File: src/rtl/voice_mixer.sv
// Eight-voice mono mixer: gated serial accumulate, Q1.7 gain, saturate.
// Ports: clk, rst (sync, active-high); voice_1_in..voice_8_in, note_on,
//   data_valid_in, master_gain in; mix_out/mix_valid with mix_ready
//   handshake out; busy, clip (sticky), overrun (sticky).
// Optional: define MIXER_AUTO_NORM_EN to divide the sum by roughly the
//   active voice count (shift by ceil(log2(n))) before the gain.
module voice_mixer #(
  parameter int AUDIO_WIDTH = 32,
  parameter int NUM_VOICES  = 8,
  parameter int GAIN_WIDTH  = 8
) (
  input  logic                          clk,
  input  logic                          rst,
  input  logic signed [AUDIO_WIDTH-1:0] voice_1_in,
  input  logic signed [AUDIO_WIDTH-1:0] voice_2_in,
  input  logic signed [AUDIO_WIDTH-1:0] voice_3_in,
  input  logic signed [AUDIO_WIDTH-1:0] voice_4_in,
  input  logic signed [AUDIO_WIDTH-1:0] voice_5_in,
  input  logic signed [AUDIO_WIDTH-1:0] voice_6_in,
  input  logic signed [AUDIO_WIDTH-1:0] voice_7_in,
  input  logic signed [AUDIO_WIDTH-1:0] voice_8_in,
  input  logic [NUM_VOICES-1:0]         note_on,
  input  logic                          data_valid_in,
  input  logic [GAIN_WIDTH-1:0]         master_gain,
  output logic [AUDIO_WIDTH-1:0]        mix_out,
  output logic                          mix_valid,
  input  logic                          mix_ready,
  output logic                          busy,
  output logic                          clip,
  output logic                          overrun
);

  localparam int AW     = AUDIO_WIDTH;
  localparam int ACC_W  = AW + 3;
  localparam int PROD_W = ACC_W + GAIN_WIDTH + 1;
  localparam int IDX_W  = $clog2(NUM_VOICES);

  localparam logic signed [PROD_W-1:0] SMAX =
    {{(PROD_W-AW+1){1'b0}}, {(AW-1){1'b1}}};
  localparam logic signed [PROD_W-1:0] SMIN =
    {{(PROD_W-AW+1){1'b1}}, {(AW-1){1'b0}}};

  typedef enum logic [2:0] {
    IDLE, ACCUM, SCALE, SAT, OUT
  } state_t;

  state_t state, state_nx;

  logic signed [AW-1:0]     voice_q [NUM_VOICES];
  logic [NUM_VOICES-1:0]    note_on_q;
  logic [GAIN_WIDTH-1:0]    gain_q;
  logic signed [ACC_W-1:0]  acc;
  logic [IDX_W-1:0]         idx;
  logic signed [PROD_W-1:0] scaled_q;

  logic signed [AW-1:0]     voice_sel;
  logic signed [ACC_W-1:0]  voice_ext;
  logic signed [ACC_W-1:0]  acc_n;
  logic signed [PROD_W-1:0] acc_x;
  logic signed [PROD_W-1:0] gain_x;
  logic signed [PROD_W-1:0] prod;
  logic signed [PROD_W-1:0] scaled_c;
  logic [AW-1:0]            sat_val;
  logic                     sat_hit;

  // state register
  always_ff @(posedge clk) begin
    if (rst) state <= IDLE;
    else     state <= state_nx;
  end

  // next state
  always_comb begin
    state_nx = state;
    unique case (state)
      IDLE:  if (data_valid_in) state_nx = ACCUM;
      ACCUM: if (idx == IDX_W'(NUM_VOICES-1)) state_nx = SCALE;
      SCALE: state_nx = SAT;
      SAT:   state_nx = OUT;
      OUT:   if (mix_ready) state_nx = IDLE;
      default: state_nx = IDLE;
    endcase
  end

  // outputs
  always_comb begin
    busy = (state != IDLE);
  end

  assign voice_sel = voice_q[idx];
  assign voice_ext = {{(ACC_W-AW){voice_sel[AW-1]}}, voice_sel};

`ifdef MIXER_AUTO_NORM_EN
  logic [3:0] n_on;
  logic [1:0] sh;

  // shift = ceil(log2(active voices))
  always_comb begin
    n_on = '0;
    for (int i = 0; i < NUM_VOICES; i++)
      n_on = n_on + 4'(note_on_q[i]);
    if (n_on <= 4'd1)      sh = 2'd0;
    else if (n_on == 4'd2) sh = 2'd1;
    else if (n_on <= 4'd4) sh = 2'd2;
    else                   sh = 2'd3;
    acc_n = acc >>> sh;
  end
`else
  assign acc_n = acc;
`endif

  // gain is unsigned, so it gets a zero sign bit
  always_comb begin
    acc_x    = {{(PROD_W-ACC_W){acc_n[ACC_W-1]}}, acc_n};
    gain_x   = {{(PROD_W-GAIN_WIDTH){1'b0}}, gain_q};
    prod     = acc_x * gain_x;
    scaled_c = prod >>> 7;
  end

  always_comb begin
    sat_hit = 1'b0;
    sat_val = scaled_q[AW-1:0];
    if (scaled_q > SMAX) begin
      sat_hit = 1'b1;
      sat_val = {1'b0, {(AW-1){1'b1}}};
    end else if (scaled_q < SMIN) begin
      sat_hit = 1'b1;
      sat_val = {1'b1, {(AW-1){1'b0}}};
    end
  end

  // datapath
  always_ff @(posedge clk) begin
    if (rst) begin
      for (int i = 0; i < NUM_VOICES; i++)
        voice_q[i] <= '0;
      note_on_q <= '0;
      gain_q    <= '0;
      acc       <= '0;
      idx       <= '0;
      scaled_q  <= '0;
      mix_out   <= '0;
      mix_valid <= 1'b0;
      clip      <= 1'b0;
      overrun   <= 1'b0;
    end else begin
      unique case (state)
        IDLE: begin
          if (data_valid_in) begin
            voice_q[0] <= voice_1_in;
            voice_q[1] <= voice_2_in;
            voice_q[2] <= voice_3_in;
            voice_q[3] <= voice_4_in;
            voice_q[4] <= voice_5_in;
            voice_q[5] <= voice_6_in;
            voice_q[6] <= voice_7_in;
            voice_q[7] <= voice_8_in;
            note_on_q  <= note_on;
            gain_q     <= master_gain;
            acc        <= '0;
            idx        <= '0;
          end
        end
        ACCUM: begin
          if (note_on_q[idx]) acc <= acc + voice_ext;
          idx <= idx + 1'b1;
        end
        SCALE: scaled_q <= scaled_c;
        SAT: begin
          mix_out   <= sat_val;
          mix_valid <= 1'b1;
          if (sat_hit) clip <= 1'b1;
        end
        OUT: if (mix_ready) mix_valid <= 1'b0;
        default: ;
      endcase
      if (data_valid_in && state != IDLE)
        overrun <= 1'b1;
    end
  end

endmodule
File: config.mk
export PLATFORM = sky130hd
export DESIGN_NAME = voice_mixer
export DESIGN_NICKNAME = d
export VERILOG_FILES = /design/src/rtl/voice_mixer.sv
export SDC_FILE = /design/constraint.sdc
export NUM_CORES = 1
export LEC_CHECK = 0
export ABC_AREA = 1
export ABC_CLOCK_PERIOD_IN_PS = 7700
export CAP_MARGIN = 0
export CORE_MARGIN = 2
export CORE_UTILIZATION = 35
export DETAILED_ROUTE_END_ITERATION = 16
export GPL_TIMING_DRIVEN = 1
export SYNTH_ARGS = -nofsm -noshare
export SYNTH_HDL_FRONTEND = slang
export SYNTH_SLANG_ARGS = --single-unit
File: constraint.sdc
create_clock -name clk -period 7.7 [get_ports clk]
set_clock_uncertainty 0.15 [all_clocks]
set_input_delay 1.155 -clock clk [delete_from_list [all_inputs] [get_ports clk]]
set_output_delay 1.155 -clock clk [all_outputs]
set_load 0.05 [all_outputs]
==> results of run 1 <==
[worst min-delay path, delay by kind of cell, from the launching register on]
family,cells,cell delay (ps)
AOI/OAI and AO/OA,1,50
DFF,1,310
and+or+nand+nor,1,60
[per-layer routing]
layer  share of wire  vias up  GRT usage
met5         0.00073        -          0
met4           0.027       10    0.06004
met3           0.060      116    0.03820
met2            0.48      576     0.3415
met1            0.44    11600     0.2602
li1                -    12100          -
[worst min path at each step]
stage,start,endpoint,slack (ps)
after CTS,note_on_q[4]$_SDFFE_PP0P_,note_on_q[4]$_SDFFE_PP0P_,320
after floorplan,note_on_q[0]$_SDFFE_PP0P_,note_on_q[0]$_SDFFE_PP0P_,290
after global routing,mix_out[31]$_SDFFE_PP0P_,mix_out[31]$_SDFFE_PP0P_,340
after global placement,overrun$_SDFFE_PP0P_,overrun$_SDFFE_PP0P_,300
final,note_on_q[4]$_SDFFE_PP0P_,note_on_q[4]$_SDFFE_PP0P_,310
after detailed placement,note_on_q[4]$_SDFFE_PP0P_,note_on_q[4]$_SDFFE_PP0P_,310
[cells in the mapped netlist, types with 19 or more instances]
cell	number	area, µm²
ha_1	120	1501
a21oi_1	200	1001
clkbuf_1	134	503.0
buf_2	34	170.2
nand3_1	80	400.4
o21ai_0	252	1261
o22ai_1	32	200.2
nor2_1	676	2537
a31oi_1	35	219.0
nand4_1	19	118.9
fa_1	216	4324
dfxtp_1	132	2643
edfxtp_1	256	7687
inv_1	827	3104
nand2_1	624	2342
[power groups by stage]
| stage | combinational (µW) | clock, µW | sequential (µW) |
|---|---|---|---|
| after floorplan | 1330 | 0 | 2800 |
| after global placement | 1960 | 0 | 2910 |
| after detailed placement | 1970 | 0 | 2910 |
| after CTS | 1970 | 2400 | 2870 |
| after global routing | 2190 | 2480 | 2910 |
| final | 1950 | 2350 | 2860 |
[registers in the layout, indices dropped and copies added (netlist names), named ones only]
register,flops
mix_valid,1
state,3
clip,1
scaled_q,37
mix_out,32
idx,3
overrun,1
acc,35
note_on_q,8
gain_q,8
voice_q,256
[through the flow]
step / util / cells / hold WS, ps / power (µW)
floorplan: - / 3806 / 287.3 / 4138
global placement: 0.4027 / 5026 / 304.8 / 4869
detailed placement: 0.4027 / 5026 / 308.7 / 4878
CTS: 0.4223 / 5108 / 317.4 / 7241
global route: 0.4224 / 5110 / 340.4 / 7578
finish: 0.4224 / 5110 / 314.1 / 7169
[layout make-up]
type	instances	area, µm²	share of cell area
Sequential cell	388	10340	0.2972
Inverter	834	3132	0.09001
Clock buffer	54	1180	0.03391
Antenna cell	2	5.005	0.0001438
Tap cell	1070	1339	0.03848
Timing Repair Buffer	331	3298	0.09479
Multi-Input combinational cell	2403	15060	0.4329
Clock inverter	28	436.7	0.01255
[kinds of logic after synthesis]
logic type / count (synthesis) / synth area share
compound gates: 590 / 0.1097
xor+xnor: 28 / 0.008390
flops: 388 / 0.3534
simple gates: 1449 / 0.1967
fa+ha+maj: 336 / 0.1993
buf+inv: 1015 / 0.1326
==> out/qor.yml, run 1 <==
detailed_routing:
  firstDrtPassIters: 7
  drt_iter0_drc: 1606
  antenna_left: 0
  viasPerCell: 4.775
  wl_per_cell_um: 16.85
  wl_mm: 86.11
  dr_total_vias: 24400
  drc: 0
critical_path:
  timing.rr.end: "scaled_q[33]$_SDFFE_PP0N_"
  startpoint_type: "flop"
  cp_cell_sequence: "nand2_1 -> fa_1 -> inv_1 -> fa_1 -> inv_1 -> fa_1 -> fa_1 -> inv_1 -> ha_1 -> nand2_1 -> nor2_1 -> nand2_1 -> nor2_1 -> nand4_1 -> nand4_1 -> nand3_1 -> nand2_1 -> inv_1"
  crit_cells: 18
  crit_type: "flop to flop"
  r2r_slack_ps: 1860
  reg2regPathDepth: 18
  critPathSlowestCell: "dfxtp_1"
  critPathMaxStageDelay_ps: 1210
  cp_top_family: "adder cells"
  critPathCapture: "scaled_q[33]$_SDFFE_PP0N_"
  arrival_ps: 6170
  cp_max_fo: 32
  worstSetupStartpoint: "gain_q[2]$_SDFFE_PP0P_"
  r2r-start: "gain_q[2]$_SDFFE_PP0P_"
  critPathCaptureType: "flop"
  cp_num_buf_inv: 4
  cp.required_ps: 8030
clocking:
  cts_tree: "done"
  cts_buffers: 45
  cts.repair.resized: 0
  clk_latency_ps: 600
  cts_max_level: 2
  path_clk_slew_ps: 60
  clk_path_buf_depth: 3
  post_cts_buffers: 0
  cts_hold_buf: 0
  clock_sinks: 388
  cts_root_buf: "clkbuf_16"
sta:
  hold_viol: 0
  rsz0062_at_grt: "no"
  finalSetupTns_ps: 0
  worstMarginPinSlew_ps: 1344
  setup_viol: 0
  final.min_clock_period_ps: 5841
  fmax_mhz: 171.2
  relSlewSlack: 0.1026
  slew_violations: 0
  min_period_over_period: 0.7585
  fin_ws_ps: 1859
placed_design:
  io_buffers: 311
  dp_worst_setup_slack_ps: 1883
  dp_hpwl_mm: 65.93
  placed_area_mm2: 0.03317
  routabilityCongestion: 0.9618
power:
  pwr-share-comb: 0.272
  pwr-share-seq: 0.400
  peakVddDrop_mv: 0.1591
  leakage_uw: 0.01726
  clockPowerShare: 0.328
  switching_share: 0.3434
  p_int_uw: 4707
  p_switching_uw: 2462
  power_density_mw_per_mm2: 206.1
floorplanning:
  dieArea_mm2: 0.08584
  start_util: 0.3548
  core_area_mm2: 0.08237
  die_x_um: 293.0
  rows: 105
  dieHeight_um: 293.0
  pin_count: 312
logic_synthesis:
  ys_ff_latch: 388
  synth_warnings: 0
  ys_types: 47
  syn_avg_cell_area_um2: 7.680
  yosysSeqAreaShare: 0.3534
  syn_inst: 3806
  synth_top_flop_cell: "edfxtp_1"
  syn_nets: 4418
  async_reset_ff_frac: 0
  synth_edf_count: 256
  syn_area_mm2: 0.02923
global_route:
  grt_start_max_net_pins: 153
  grt_usage: 0.2013
  grt_pass1_vias: 24860
  gr-total-overflow: 0
  grt_pass1_wl_mm: 136.5
  antenna_found_initial: 8
cells_and_area:
  postLayoutCellArea_mm2: 0.03479
  syn_to_final_growth_pct: 19.04
  drive_above_1_share: 0.03393
  mostFrequentLayoutCells: "826 x inv_1, 674 x nor2_1, 622 x nand2_1, 310 x clkdlybuf4s50_1, 256 x edfxtp_1"
  nFillCells: 8341
  fin_nets: 4615
  layout_commonest_cell: "inv_1"
min_path:
  hold_path.class: "flop to flop"
  hold_depth: 2
status:
  status: "finished, final reports clean"
flow_run:
  cap_violations: 0
Note: power is estimated with default switching activity, not from simulation.
==> run 2, diff against run 1 <==
Settings changed: ABC_CLOCK_PERIOD_IN_PS 7700 to 5400.
Clock period 7.7 ns to 5.4 ns, I/O delays scaled along.
==> out/qor.yml, run 2 (synthesis gave the netlist of run 1 again) <==
detailed_routing:
  drc: 0
  antenna_left: 0
  wl_per_cell_um: 16.58
  dr_total_vias: 24830
  drt_iter0_drc: 1592
  viasPerCell: 4.751
  firstDrtPassIters: 6
  wl_mm: 86.65
clocking:
  cts_tree: "done"
  cts_hold_buf: 0
  cts_buffers: 46
  cts_max_level: 2
  cts_root_buf: "clkbuf_16"
  clk_path_buf_depth: 3
  clock_sinks: 388
  clk_latency_ps: 610
  path_clk_slew_ps: 60
global_route:
  antenna_found_initial: 6
  grt_pass1_vias: 25220
  gr-total-overflow: 0
  grt_start_max_net_pins: 147
  grt_pass1_wl_mm: 137.8
  grt_usage: 0.2033
critical_path:
  crit_path_frequent_cell: "inv_1"
  cp_top_family: "adder cells"
  cp_num_buf_inv: 6
  critPathCaptureType: "flop"
  cp.required_ps: 5740
  crit_type: "flop to flop"
  critPathMaxStageDelay_ps: 640
  critPathSlowestCell: "dfxtp_1"
  timing.rr.end: "scaled_q[33]$_SDFFE_PP0N_"
  r2r-start: "acc[20]$_SDFFE_PP0P_"
  reg2regPathDepth: 20
  cp_max_fo: 10
  arrival_ps: 5440
  cp_cell_sequence: "nand2_1 -> fa_1 -> inv_1 -> fa_1 -> fa_1 -> inv_1 -> fa_1 -> inv_1 -> ha_1 -> nand2_1 -> nor2_1 -> inv_1 -> nor2_1 -> inv_1 -> o21ai_0 -> nand2_1 -> nand4_1 -> nand3_1 -> nand2_1 -> inv_1"
  startpoint_type: "flop"
  r2r_slack_ps: 300
sta:
  final.min_clock_period_ps: 5097
  relSlewSlack: 0.1684
  fmax_mhz: 196.2
  hold_viol: 0
  worstMarginPinSlew_ps: 1246
  finalSetupTns_ps: 0
  min_period_over_period: 0.9438
  setup_viol: 0
  rsz0062_at_grt: "no"
  slew_violations: 0
cells_and_area:
  syn_to_final_growth_pct: 22.10
  final_cells: 5226
  top_register: "voice_q"
  largestRegisters: "voice_q (256), scaled_q (37), acc (35)"
  drive_above_1_share: 0.06042
  mostFrequentLayoutCells: "826 x inv_1, 674 x nor2_1, 622 x nand2_1, 310 x clkdlybuf4s50_1, 256 x edfxtp_1"
  fin_nets: 4731
  postLayoutCellArea_mm2: 0.03569
  layout_commonest_cell: "inv_1"
  largest_reg_flops: 256
min_path:
  min_from: "scaled_q[11]$_SDFFE_PP0N_"
  hold_depth: 2
  hold_path_end: "mix_out[11]$_SDFFE_PP0P_"
  hold_path.class: "flop to flop"
placed_design:
  io_buffers: 311
  dp_hpwl_mm: 66.61
  routabilityCongestion: 0.9305
  placed_area_mm2: 0.03418
  place_inst: 5141
floorplanning:
  core_area_mm2: 0.08237
  die_x_um: 293.0
  rows: 105
  dieArea_mm2: 0.08584
  pin_count: 312
  start_util: 0.3548
  dieHeight_um: 293.0
power:
  leakage_uw: 0.01782
  peakVddDrop_mv: 0.2162
  power_density_mw_per_mm2: 283.5
flow_run:
  cap_violations: 0
status:
  status: "finished, final reports clean"
## run 2: worst max-delay path by stage
stage,startpoint,to,slack [ps],cells past startpoint
after floorplan,data_valid_in,voice_q[0][0]$_SDFFCE_PN0P_,550,4
after global placement,acc[20]$_SDFFE_PP0P_,scaled_q[33]$_SDFFE_PP0N_,260,20
after detailed placement,acc[20]$_SDFFE_PP0P_,scaled_q[33]$_SDFFE_PP0N_,280,20
after CTS,acc[20]$_SDFFE_PP0P_,scaled_q[33]$_SDFFE_PP0N_,250,20
after global routing,gain_q[2]$_SDFFE_PP0P_,scaled_q[33]$_SDFFE_PP0N_,3,22
final,acc[20]$_SDFFE_PP0P_,scaled_q[33]$_SDFFE_PP0N_,300,20
## run 2: final cells by class
class                   count  area [µm²]
diodes                      2       5.005
fillers                  8329       46680
clock inverters            27       302.8
inverters                 834        3132
multi-input cells        2403       15060
flip-flops and latches    388       10340
clock buffers              56        1199
well taps                1070        1339
repair buffers            446        4312
## run 2: per-stage QoR
stage          setup slack [ps]  hold slack [ps]  utilization  power (µW)
6_report                  303.3            312.8       0.4333       10120
5_1_grt                   2.530            340.5       0.4332       10690
4_1_cts                   250.9            316.5       0.4332       10210
3_5_place_dp              280.2            309.7       0.4149        7053
3_3_place_gp              260.9            302.5       0.4149        7042
2_1_floorplan             545.5            287.3            -        5900
## run 2: power breakdown
| group | switching [µW] | internal (µW) |
|---|---|---|
| combinational | 1970 | 1020 |
| clock | 1350 | 1790 |
| sequential | 254 | 3720 |
| total | 3580 | 6540 |
## run 2: worst reg2reg max path: cells and delay by family (launching register included)
family / cells / cell delay [ps]
buffers and inverters: 6 / 320
DFF: 1 / 640
and+or+nand+nor: 8 / 1110
AOI/OAI and AO/OA: 1 / 310
adders and majority gates: 5 / 2470
## run 2: repair_timing
action / in CTS / in global routing
setup endpoints to repair: 0 / 1
gates resized for setup: 0 / 2
hold endpoints to repair: 0 / 0
buffers inserted: 0 / 0
## run 2: metal layers
metal / vias up / GRT usage / wire [µm]
li1: 12330 / - / -
met1: 11720 / 0.2632 / 38180
met2: 634 / 0.3478 / 40960
met3: 133 / 0.03616 / 5083
met4: 8 / 0.05704 / 2380
met5: - / 0 / 48
